===== config.mk =====
export PLATFORM = sky130hd
export DESIGN_NAME = sample_streamer
export DESIGN_NICKNAME = d
export VERILOG_FILES = /design/src/rtl/dataset_pkg.sv /design/src/rtl/row_serializer.sv /design/src/rtl/sample_streamer.sv
export SDC_FILE = /design/constraint.sdc
export NUM_CORES = 1
export LEC_CHECK = 0
export ABC_AREA = 1
export CAP_MARGIN = 20
export CORE_AREA = 2 2 207 127
export CTS_BUF_LIST = sky130_fd_sc_hd__clkbuf_16
export CTS_CLUSTER_DIAMETER = 80
export DETAILED_ROUTE_END_ITERATION = 7
export DIE_AREA = 0 0 209 129
export GPL_ROUTABILITY_DRIVEN = 0
export PLACE_DENSITY = 0.86
export SLEW_MARGIN = 40
export SYNTH_ARGS = -nofsm -noshare
export SYNTH_HDL_FRONTEND = slang
export SYNTH_SLANG_ARGS = --single-unit

===== constraint.sdc =====
create_clock -name CLK -period 4.8 [get_ports CLK]
set_input_delay 0.48 -clock CLK [delete_from_list [all_inputs] [get_ports CLK]]
set_output_delay 0.48 -clock CLK [all_outputs]
set_load 0.005 [all_outputs]

===== src/rtl/dataset_pkg.sv =====
// dataset_pkg: shared constants, FSM encoding and feature-count clamp for the sample streamer
package dataset_pkg;
  localparam int DEF_ADDR_WIDTH   = 12;
  localparam int DEF_MAX_FEATURES = 15;
  localparam int DEF_WORD_W       = 16;

  typedef enum logic [2:0] {
    S_IDLE,
    S_ADDR,
    S_WAIT,
    S_LOAD,
    S_STREAM,
    S_DONE
  } state_t;

  function automatic int unsigned clamp_nf(input logic [3:0] nf, input int unsigned max_f);
    return (32'(nf) > max_f) ? max_f : 32'(nf);
  endfunction
endpackage


===== src/rtl/row_serializer.sv =====
// row_serializer: holds one RAM row and walks its feature words followed by the y word
module row_serializer
  import dataset_pkg::*;
#(
  parameter int MAX_FEATURES = DEF_MAX_FEATURES,
  parameter int WORD_W       = DEF_WORD_W,
  parameter int ROW_W        = WORD_W*(MAX_FEATURES+1),
  parameter int SEL_W        = $clog2(MAX_FEATURES+1)
)(
  input  logic              CLK,
  input  logic              RST,
  input  logic              load,
  input  logic              advance,
  input  logic [SEL_W-1:0]  nf,
  input  logic [ROW_W-1:0]  row_in,
  output logic [WORD_W-1:0] word,
  output logic              eos
);
  logic [ROW_W-1:0] row_q, row_d;
  logic [SEL_W-1:0] idx_q, idx_d, sel;

  assign eos  = idx_q == nf;
  assign sel  = eos ? SEL_W'(MAX_FEATURES) : idx_q;
  assign word = row_q[int'(sel)*WORD_W +: WORD_W];

  // a load restarts at feature 0; each accepted word steps, and the y word wraps back to 0
  always_comb begin
    row_d = load ? row_in : row_q;
    idx_d = load ? '0 : advance ? (eos ? '0 : idx_q + 1'b1) : idx_q;
  end

  // row and word-index registers
  always_ff @(posedge CLK) begin
    if (RST) begin
      row_q <= '0;
      idx_q <= '0;
    end else begin
      row_q <= row_d;
      idx_q <= idx_d;
    end
  end
endmodule


===== src/rtl/sample_streamer.sv =====
// sample_streamer: fetches dataset rows from RAM one at a time and streams features then y
module sample_streamer
  import dataset_pkg::*;
#(
  parameter int ADDR_WIDTH   = DEF_ADDR_WIDTH,
  parameter int MAX_FEATURES = DEF_MAX_FEATURES,
  parameter int WORD_W       = DEF_WORD_W,
  parameter int ROW_W        = WORD_W*(MAX_FEATURES+1)
)(
  input  logic                  CLK,
  input  logic                  RST,
  input  logic                  start,
  input  logic [ADDR_WIDTH-1:0] num_points,
  input  logic [3:0]            num_features,
  output logic [ADDR_WIDTH-1:0] ram_addr,
  output logic                  ram_oe,
  output logic                  ram_we,
  input  logic [ROW_W-1:0]      ram_data,
  output logic [WORD_W-1:0]     out_data,
  output logic                  out_valid,
  input  logic                  out_ready,
  output logic                  out_eos,
  output logic                  out_last,
  output logic                  busy,
  output logic                  done
);
  localparam int SEL_W = $clog2(MAX_FEATURES+1);

  state_t                state_q, state_d;
  logic [ADDR_WIDTH-1:0] row_cnt_q, row_cnt_d, npts_q, npts_d;
  logic [SEL_W-1:0]      nf_q, nf_d;
  logic [WORD_W-1:0]     word;
  logic                  eos, last_row, accept;

  assign last_row  = row_cnt_q == npts_q - 1'b1;
  assign out_valid = state_q == S_STREAM;
  assign accept    = out_valid && out_ready;
  assign ram_oe    = state_q inside {S_ADDR, S_WAIT, S_LOAD};
  assign ram_addr  = ram_oe ? row_cnt_q : '0;
  assign ram_we    = 1'b0;
  assign out_data  = out_valid ? word : '0;
  assign out_eos   = out_valid && eos;
  assign out_last  = out_eos && last_row;
  assign busy      = state_q != S_IDLE;
  assign done      = state_q == S_DONE;

  row_serializer #(
    .MAX_FEATURES(MAX_FEATURES),
    .WORD_W      (WORD_W),
    .ROW_W       (ROW_W),
    .SEL_W       (SEL_W)
  ) u_ser (
    .CLK    (CLK),
    .RST    (RST),
    .load   (state_q == S_LOAD),
    .advance(accept),
    .nf     (nf_q),
    .row_in (ram_data),
    .word   (word),
    .eos    (eos)
  );

  // sequencing: latch the job on start, fetch a row, stream it, repeat until the last y word
  always_comb begin
    state_d   = state_q;
    row_cnt_d = row_cnt_q;
    npts_d    = npts_q;
    nf_d      = nf_q;
    case (state_q)
      S_IDLE: if (start) begin
        npts_d    = num_points;
        nf_d      = SEL_W'(clamp_nf(num_features, MAX_FEATURES));
        row_cnt_d = '0;
        state_d   = num_points == '0 ? S_DONE : S_ADDR;
      end
      S_ADDR:   state_d = S_WAIT;
      S_WAIT:   state_d = S_LOAD;
      S_LOAD:   state_d = S_STREAM;
      S_STREAM: if (accept && eos) begin
        state_d   = last_row ? S_DONE : S_ADDR;
        row_cnt_d = last_row ? row_cnt_q : row_cnt_q + 1'b1;
      end
      default:  state_d = S_IDLE;
    endcase
  end

  // state, row counter and latched job parameters
  always_ff @(posedge CLK) begin
    if (RST) begin
      state_q   <= S_IDLE;
      row_cnt_q <= '0;
      npts_q    <= '0;
      nf_q      <= '0;
    end else begin
      state_q   <= state_d;
      row_cnt_q <= row_cnt_d;
      npts_q    <= npts_d;
      nf_q      <= nf_d;
    end
  end
endmodule


==> results.md, run 1 <==
* Final Hold Vio Count at 0
* Yosys warnings at 0
* Drt wl/cell at 18.5 um
* Clock Path Buffers at 3
* Layout area overhead at 29.3%
* Detailed-route via count at 15,204
* Worst min path class: register to register
* Synth top area cells: dfxtp_1 43%, nor2_1 14%, o21ai_0 11%
* Mapped cell area at 13,600 um^2
* Starting density of the core at 54.3%
* Syn Inst Count at 2,044
* Crit Path Class: register to output port
* Total grt overflow at 0
* Slew Viols, Final at 0
* CTS tree: built
* Failing checks: DRC
* Internal reg-to-reg setup slack at 2.05 ns
* Unrepaired setup endpoints after global routing: no
* Post-route minimum period at 4.36 ns
* Largest family of logic cells by synthesized area: simple AND/OR/NAND/NOR gates
* Die Width at 209 um
* Number of flops mapped to enable cells by yosys at 0
* Antenna-violating nets left at 0
* Post-synth top cells: 512 x nor2_1, 294 x o21ai_0, 291 x dfxtp_1
* P_leak at 0.00729 uW
* Crit path from: u_ser.idx_q[1]
* Root Driver: clkbuf_16
* Clk_lat worst skew at 0.55 ns
* Mapped Nets at 2,323
* Seq/Total Area, Yosys at 42.8%
* Worst setup endpoint: out_data[2]
* CTS buffer count at 26
* Primary FF master, synth: dfxtp_1
* Multi-input logic area at 6800 um^2
* Design area at 17,600 um^2
* Die Area at 27,000 um^2
* Post-CTS setup buffer count at 0
* Number of synthesized register bits at 291
* Reg2reg path depth at 6
* Hold_buf cts at 0
* Mux cell area share after synthesis at 0%
* Core area at 25,100 um^2
* MaxCap Viol Count at 0
* Global-route wire length before repair at 73,800 um
* Yosys cell types at 34
* Initial DRC count at 2,507
* I/O Buffers at 309
* Slew headroom at 43.5%
* Detailed Route WL at 48,000 um
* Final Cycle Share at 90.9%
* Skew final at 0.0167 ns
* Final setup fails at 0
* CP Max Fanout at 34
* XOR/XNOR Fraction of Synth Area at 1.55%
* Top cell type by total area after synthesis: dfxtp_1
* Worst reg2reg path endpoint: u_ser.idx_q[2]
* Fmax at 229 MHz
* Routed vias/inst at 5.87
* Initial antenna violation count at 1
* Rows at 45
* I/O pin count at 311
* ANT cells at 0
* R2r startpoint: state_q[2]
* Worst path arrival time at 3.88 ns
* Nets at 2,522
* Final setup TNS at 0 ns
* VDD IR max at 0.230 mV
* Reg area at 5830 um^2
* Startpoint types: register
* Largest net degree at the start of global routing at 165
* Fraction of registers with async set or reset after synthesis at 0%
* Synth Area in Compound Gates at 14.9%
* Simple-gate area share of the yosys netlist at 33.2%
* Hpwl dp at 33,000 um
* DR top layer: met4
* Pwr Density at 372 nW/um^2
* Worst setup EP type: output port
* Worst-path clk slew at 0.07 ns
* Layout cell share with drive strength beyond 1 at 3.54%
* Vias in the first global route at 13,659
* Synth Area per Inst at 6.65 um^2
* H-tree depth at 1
* Detailed Routing Iterations Pass 1 at 8
* Fillcell total at 2,002
* Status: complete, but fails checks
* Die Ht at 129 um
* WL met2 at 19,200 um
* Clk sink count at 291
* Met3 Wirelength at 6200 um
* GR Util All Layers at 34.4%
* Slew @ Worst Pin at 0.847 ns
* Final routed DRC violation total at 2
* Count leader, synth: nor2_1
* Required @ worst endpoint at 4.32 ns
* Share of the synthesized area in the top cell type at 42.8%
* Adder-cell area share of the yosys netlist at 0.276%
* Post-DP Area at 16,600 um^2
* Wire length on met1 at 20,700 um
* PostCTS Resize Cnt at 0
## worst max-delay path: stages (launching register included)
cell and delay (ns):
dfxtp_1 0.43, xor2_1 0.22, nor2_2 0.08, nand2_4 0.32, inv_1 0.10, nor2_2 0.63
inv_1 0.44, nand2_1 0.22, a21oi_1 0.08, nor2_1 0.25, clkdlybuf4s50_1 0.57
## placed cells by master, fill, tap and decap left out, types with 4 or more instances in the layout
master           netlist  final
a21oi_1               96     96
buf_4                 10     17
bufinv_16              0      8
clkbuf_16              0     27
clkdlybuf4s50_1        0    309
clkinv_1               1      4
clkinv_2               0      4
dfxtp_1              291    291
inv_1                 74     78
nand2_1              261    260
nand2_2                4      4
nand3_1              284    284
nor2_1               512    512
nor2_2                 8      8
nor3_1                 7      6
o21ai_0              294    294
o21ai_1                8      8
xor2_1                21     21
## per-layer routing
metal	vias up	track usage, %
met3	144	8.35
met4	0	11.6
li1	7070	-
met1	6943	50.5
met5	-	0
met2	1047	49.2
## per-stage QoR
stage / worst slack, ns / hold WS [ns] / util, % / total power (uW) / std cells
CTS: 0.559 / 0.461 / 70.1 / 6490 / 2591
global placement: 1.24 / 0.443 / 66.3 / 4110 / 2544
finish: 0.438 / 0.460 / 70.2 / 6540 / 2591
global route: 0.255 / 0.480 / 70.2 / 6780 / 2591
detailed placement: 1.14 / 0.448 / 66.3 / 4140 / 2544
floorplan: 2.72 / 0.430 / - / 3590 / 2044
## registers in the layout, indices dropped and copies added (netlist names)
register and cells:
npts_q 12, row_cnt_q 12, nf_q 4, state_q 3
u_ser.idx_q 4, u_ser.row_q 256
## cells by family after synthesis
family,Yosys count
buffers and inverters,236
XOR/XNOR,24
AO/OA/AOI/OAI,402
adder cells (fa/ha/maj),3
AND/OR/NAND/NOR,1087
other,1
flip-flops,291
## power breakdown
group	internal, uW	leakage [uW]	switching, uW
combinational	558	0.00444	960
clock	1440	0.000490	940
sequential	2550	0.00236	87.0
total	4550	0.00729	1990
## final cells by class
class	instances	share of cell area [%]
inverter	77	1.75
multi-input combinational	1517	38.7
clock buffer	27	3.84
timing repair buffer	330	18.6
clock inverter	20	1.64
sequential	291	33.1
tap	329	2.34
## how the worst min path moves through the flow
stage	start	to	slack, ns	cells past startpoint
2_1_floorplan	u_ser.row_q[176]	u_ser.row_q[176]	0.43	2
3_3_place_gp	u_ser.row_q[190]	u_ser.row_q[190]	0.44	2
3_5_place_dp	u_ser.row_q[240]	u_ser.row_q[240]	0.45	2
4_1_cts	u_ser.row_q[190]	u_ser.row_q[190]	0.46	2
5_1_grt	u_ser.row_q[190]	u_ser.row_q[190]	0.48	2
6_report	u_ser.row_q[240]	u_ser.row_q[240]	0.46	2
(Power assumes the default switching activity.)
==> run 2: changes to the inputs <==
--- a/config.mk
+++ b/config.mk
@@ -14,7 +14,6 @@
 export DIE_AREA = 0 0 209 129
 export GPL_ROUTABILITY_DRIVEN = 0
 export PLACE_DENSITY = 0.86
-export SLEW_MARGIN = 40
 export SYNTH_ARGS = -nofsm -noshare
 export SYNTH_HDL_FRONTEND = slang
 export SYNTH_SLANG_ARGS = --single-unit
==> results.md, run 2 (synthesized netlist as in run 1, its figures left out) <==
* Status: complete, no violations
* Final Hold Vio Count at 0 (unchanged)
* Max stage delay on crit path at 0.64 ns (about the same)
* PostCTS Resize Cnt at 0 (unchanged)
* Commonest cells after routing, fill and taps aside: 512 x nor2_1, 309 x clkdlybuf4s50_1, 294 x o21ai_0, 291 x dfxtp_1, 284 x nand3_1
* Layout area overhead at 28.6%
* Unrepaired setup endpoints after global routing: no
* Largest regs: u_ser.row_q x256, npts_q x12, row_cnt_q x12
* Largest Register: u_ser.row_q
* Placed Instances at 2,544 (unchanged)
* Startpoint types: register
* WP buf/inv at 3 (unchanged)
* Worst-path clk slew at 0.07 ns (about the same)
* Largest net degree at the start of global routing at 165 (unchanged)
* Cell family with most CP delay: simple AND/OR/NAND/NOR gates
* Slew headroom at 27.5% (-16 points)
* Worst min path class: register to register
* Post-CTS setup buffer count at 0 (unchanged)
* Hold_buf cts at 0 (unchanged)
* Worst setup EP type: output port
* Die Width at 209 um (unchanged)
* Clk sink count at 291 (unchanged)
* Layout cell share with drive strength beyond 1 at 3.54% (about the same)
* Antenna-violating nets left at 0 (unchanged)
* MaxCap Viol Count at 0 (unchanged)
* H-tree depth at 1 (unchanged)
* Final std cells w/o fill at 2,593 (+0.077%)
* Slowest cell on crit path: nor2_2
* Post-route minimum period at 4.37 ns (+0.0100 ns)
* Max reg flops at 256 (unchanged)
* Multi-input logic area at 6800 um^2 (about the same)
* Crit Path Class: register to output port
* Routed vias/inst at 5.84 (-0.41%)
* Vias in the first global route at 13,692 (+0.24%)
* Die Ht at 129 um (unchanged)
* Clock Path Buffers at 3 (unchanged)
* Clk_lat worst skew at 0.54 ns (about the same)
* I/O pin count at 311 (unchanged)
* Final setup fails at 0 (unchanged)
* Design area at 17,500 um^2 (-0.54%)
* P_leak at 0.00725 uW (-0.66%)
* Root Driver: clkbuf_16
* CTS tree: built
* Drt wl/cell at 18.4 um (-0.61%)
* Crit-path cells: xor2_1 -> nor2_2 -> nand2_4 -> inv_1 -> nor2_2 -> inv_1 -> nand2_1 -> a21oi_1 -> nor2_1 -> clkdlybuf4s50_1
* Pwr Density at 363 nW/um^2 (-2.4%)
* Final Cycle Share at 91.1% (+0.21 points)
* CTS buffer count at 26 (unchanged)
* Dpl ws at 1.18 ns (+0.0308 ns)
* I/O Buffers at 309 (unchanged)
* GR Util All Layers at 34.5% (+0.037 points)
* Die Area at 27,000 um^2 (unchanged)
* Reg area at 5830 um^2 (unchanged)
* Nets at 2,522 (unchanged)
* Detailed Route WL at 47,700 um (-0.54%)
* Slew @ Worst Pin at 1.09 ns (+0.241 ns)
* CP Max Fanout at 34 (unchanged)
* Final routed DRC violation total at 0 (-2)
* Starting density of the core at 54.3% (unchanged)
* Final setup TNS at 0 ns (unchanged)
* Initial DRC count at 2,574 (+2.7%)
* Core Util, Final at 69.8% (-0.38 points)
* Detailed-route via count at 15,153 (-0.34%)
* Required @ worst endpoint at 4.32 ns (about the same)
* Global-route wire length before repair at 74,000 um (+0.22%)
* Worst path arrival time at 3.89 ns (about the same)
* Hpwl dp at 33,000 um (about the same)
* Skew final at 0.00974 ns (-0.00699 ns)
* Leading cell type in the layout, fill and taps excluded: nor2_1
* Core area at 25,100 um^2 (unchanged)
* Rows at 45 (unchanged)
* Initial antenna violation count at 1 (unchanged)
* Fillcell total at 2,023 (+1.0%)
* Detailed Routing Iterations Pass 1 at 6 (-2)
* Fmax at 229 MHz (-0.23%)
* VDD IR max at 0.218 mV (-5.3%)
* Total grt overflow at 0 (unchanged)
* Slew Viols, Final at 0 (unchanged)
* Post-DP Area at 16,600 um^2 (about the same)
* Final setup margin at 0.428 ns (-0.0100 ns)
run 2: cell types whose count changed in the layout (fill, tap and decap cells not counted):
cell,change
bufinv_16,-4
buf_4,+3
buf_6,-3
clkinv_4,+3
clkinvlp_4,+2
clkinv_8,-1
diode_2,+1
inv_8,+1
nand2_1,+1
nand2_2,-1
run 2: metrics by stage:
step                power [uW]  hold WS [ns]
floorplan                 3590         0.430
global placement          4110         0.443
detailed placement        4140         0.450
CTS                       6300         0.462
global route              6580         0.468
finish                    6350         0.460
run 2: tightest hold or removal path: stages, from the launching register on:
cell and delay, ns:
dfxtp_1 0.30, inv_1 0.06, a21oi_1 0.06
run 2: layout make-up:
cell class / count / share of cell area, %
timing repair buffer: 330 / 18.7
antenna: 1 / 0.0143
tap: 329 / 2.35
multi-input combinational: 1517 / 38.9
inverter: 77 / 1.73
clock buffer: 27 / 3.86
clock inverter: 21 / 1.20
sequential: 291 / 33.3
run 2: metal layers:
| metal | vias up | GRT usage (%) | wire, um |
|---|---|---|---|
| li1 | 7067 | - | - |
| met1 | 6902 | 50.8 | 20500 |
| met2 | 1039 | 49.8 | 19500 |
| met3 | 145 | 7.05 | 6010 |
| met4 | 0 | 12.1 | 1780 |
| met5 | - | 0 | 0 |
run 2: final timing paths:
check	startpoint	end	slack, ns	cells after the start
setup / recovery	u_ser.idx_q[1]	out_data[4]	0.43	10
hold / removal	u_ser.row_q[240]	u_ser.row_q[240]	0.46	2
hold reg to reg	u_ser.row_q[240]	u_ser.row_q[240]	0.46	2
setup reg to reg	state_q[2]	u_ser.row_q[92]	1.71	5
run 2: power by group:
| group | leakage [uW] | internal [uW] | switching (uW) | total (uW) |
|---|---|---|---|---|
| combinational | 0.00444 | 557 | 964 | 1520 |
| sequential | 0.00236 | 2550 | 87.4 | 2640 |
| clock | 0.000447 | 1240 | 950 | 2190 |
| total | 0.00725 | 4350 | 2000 | 6350 |
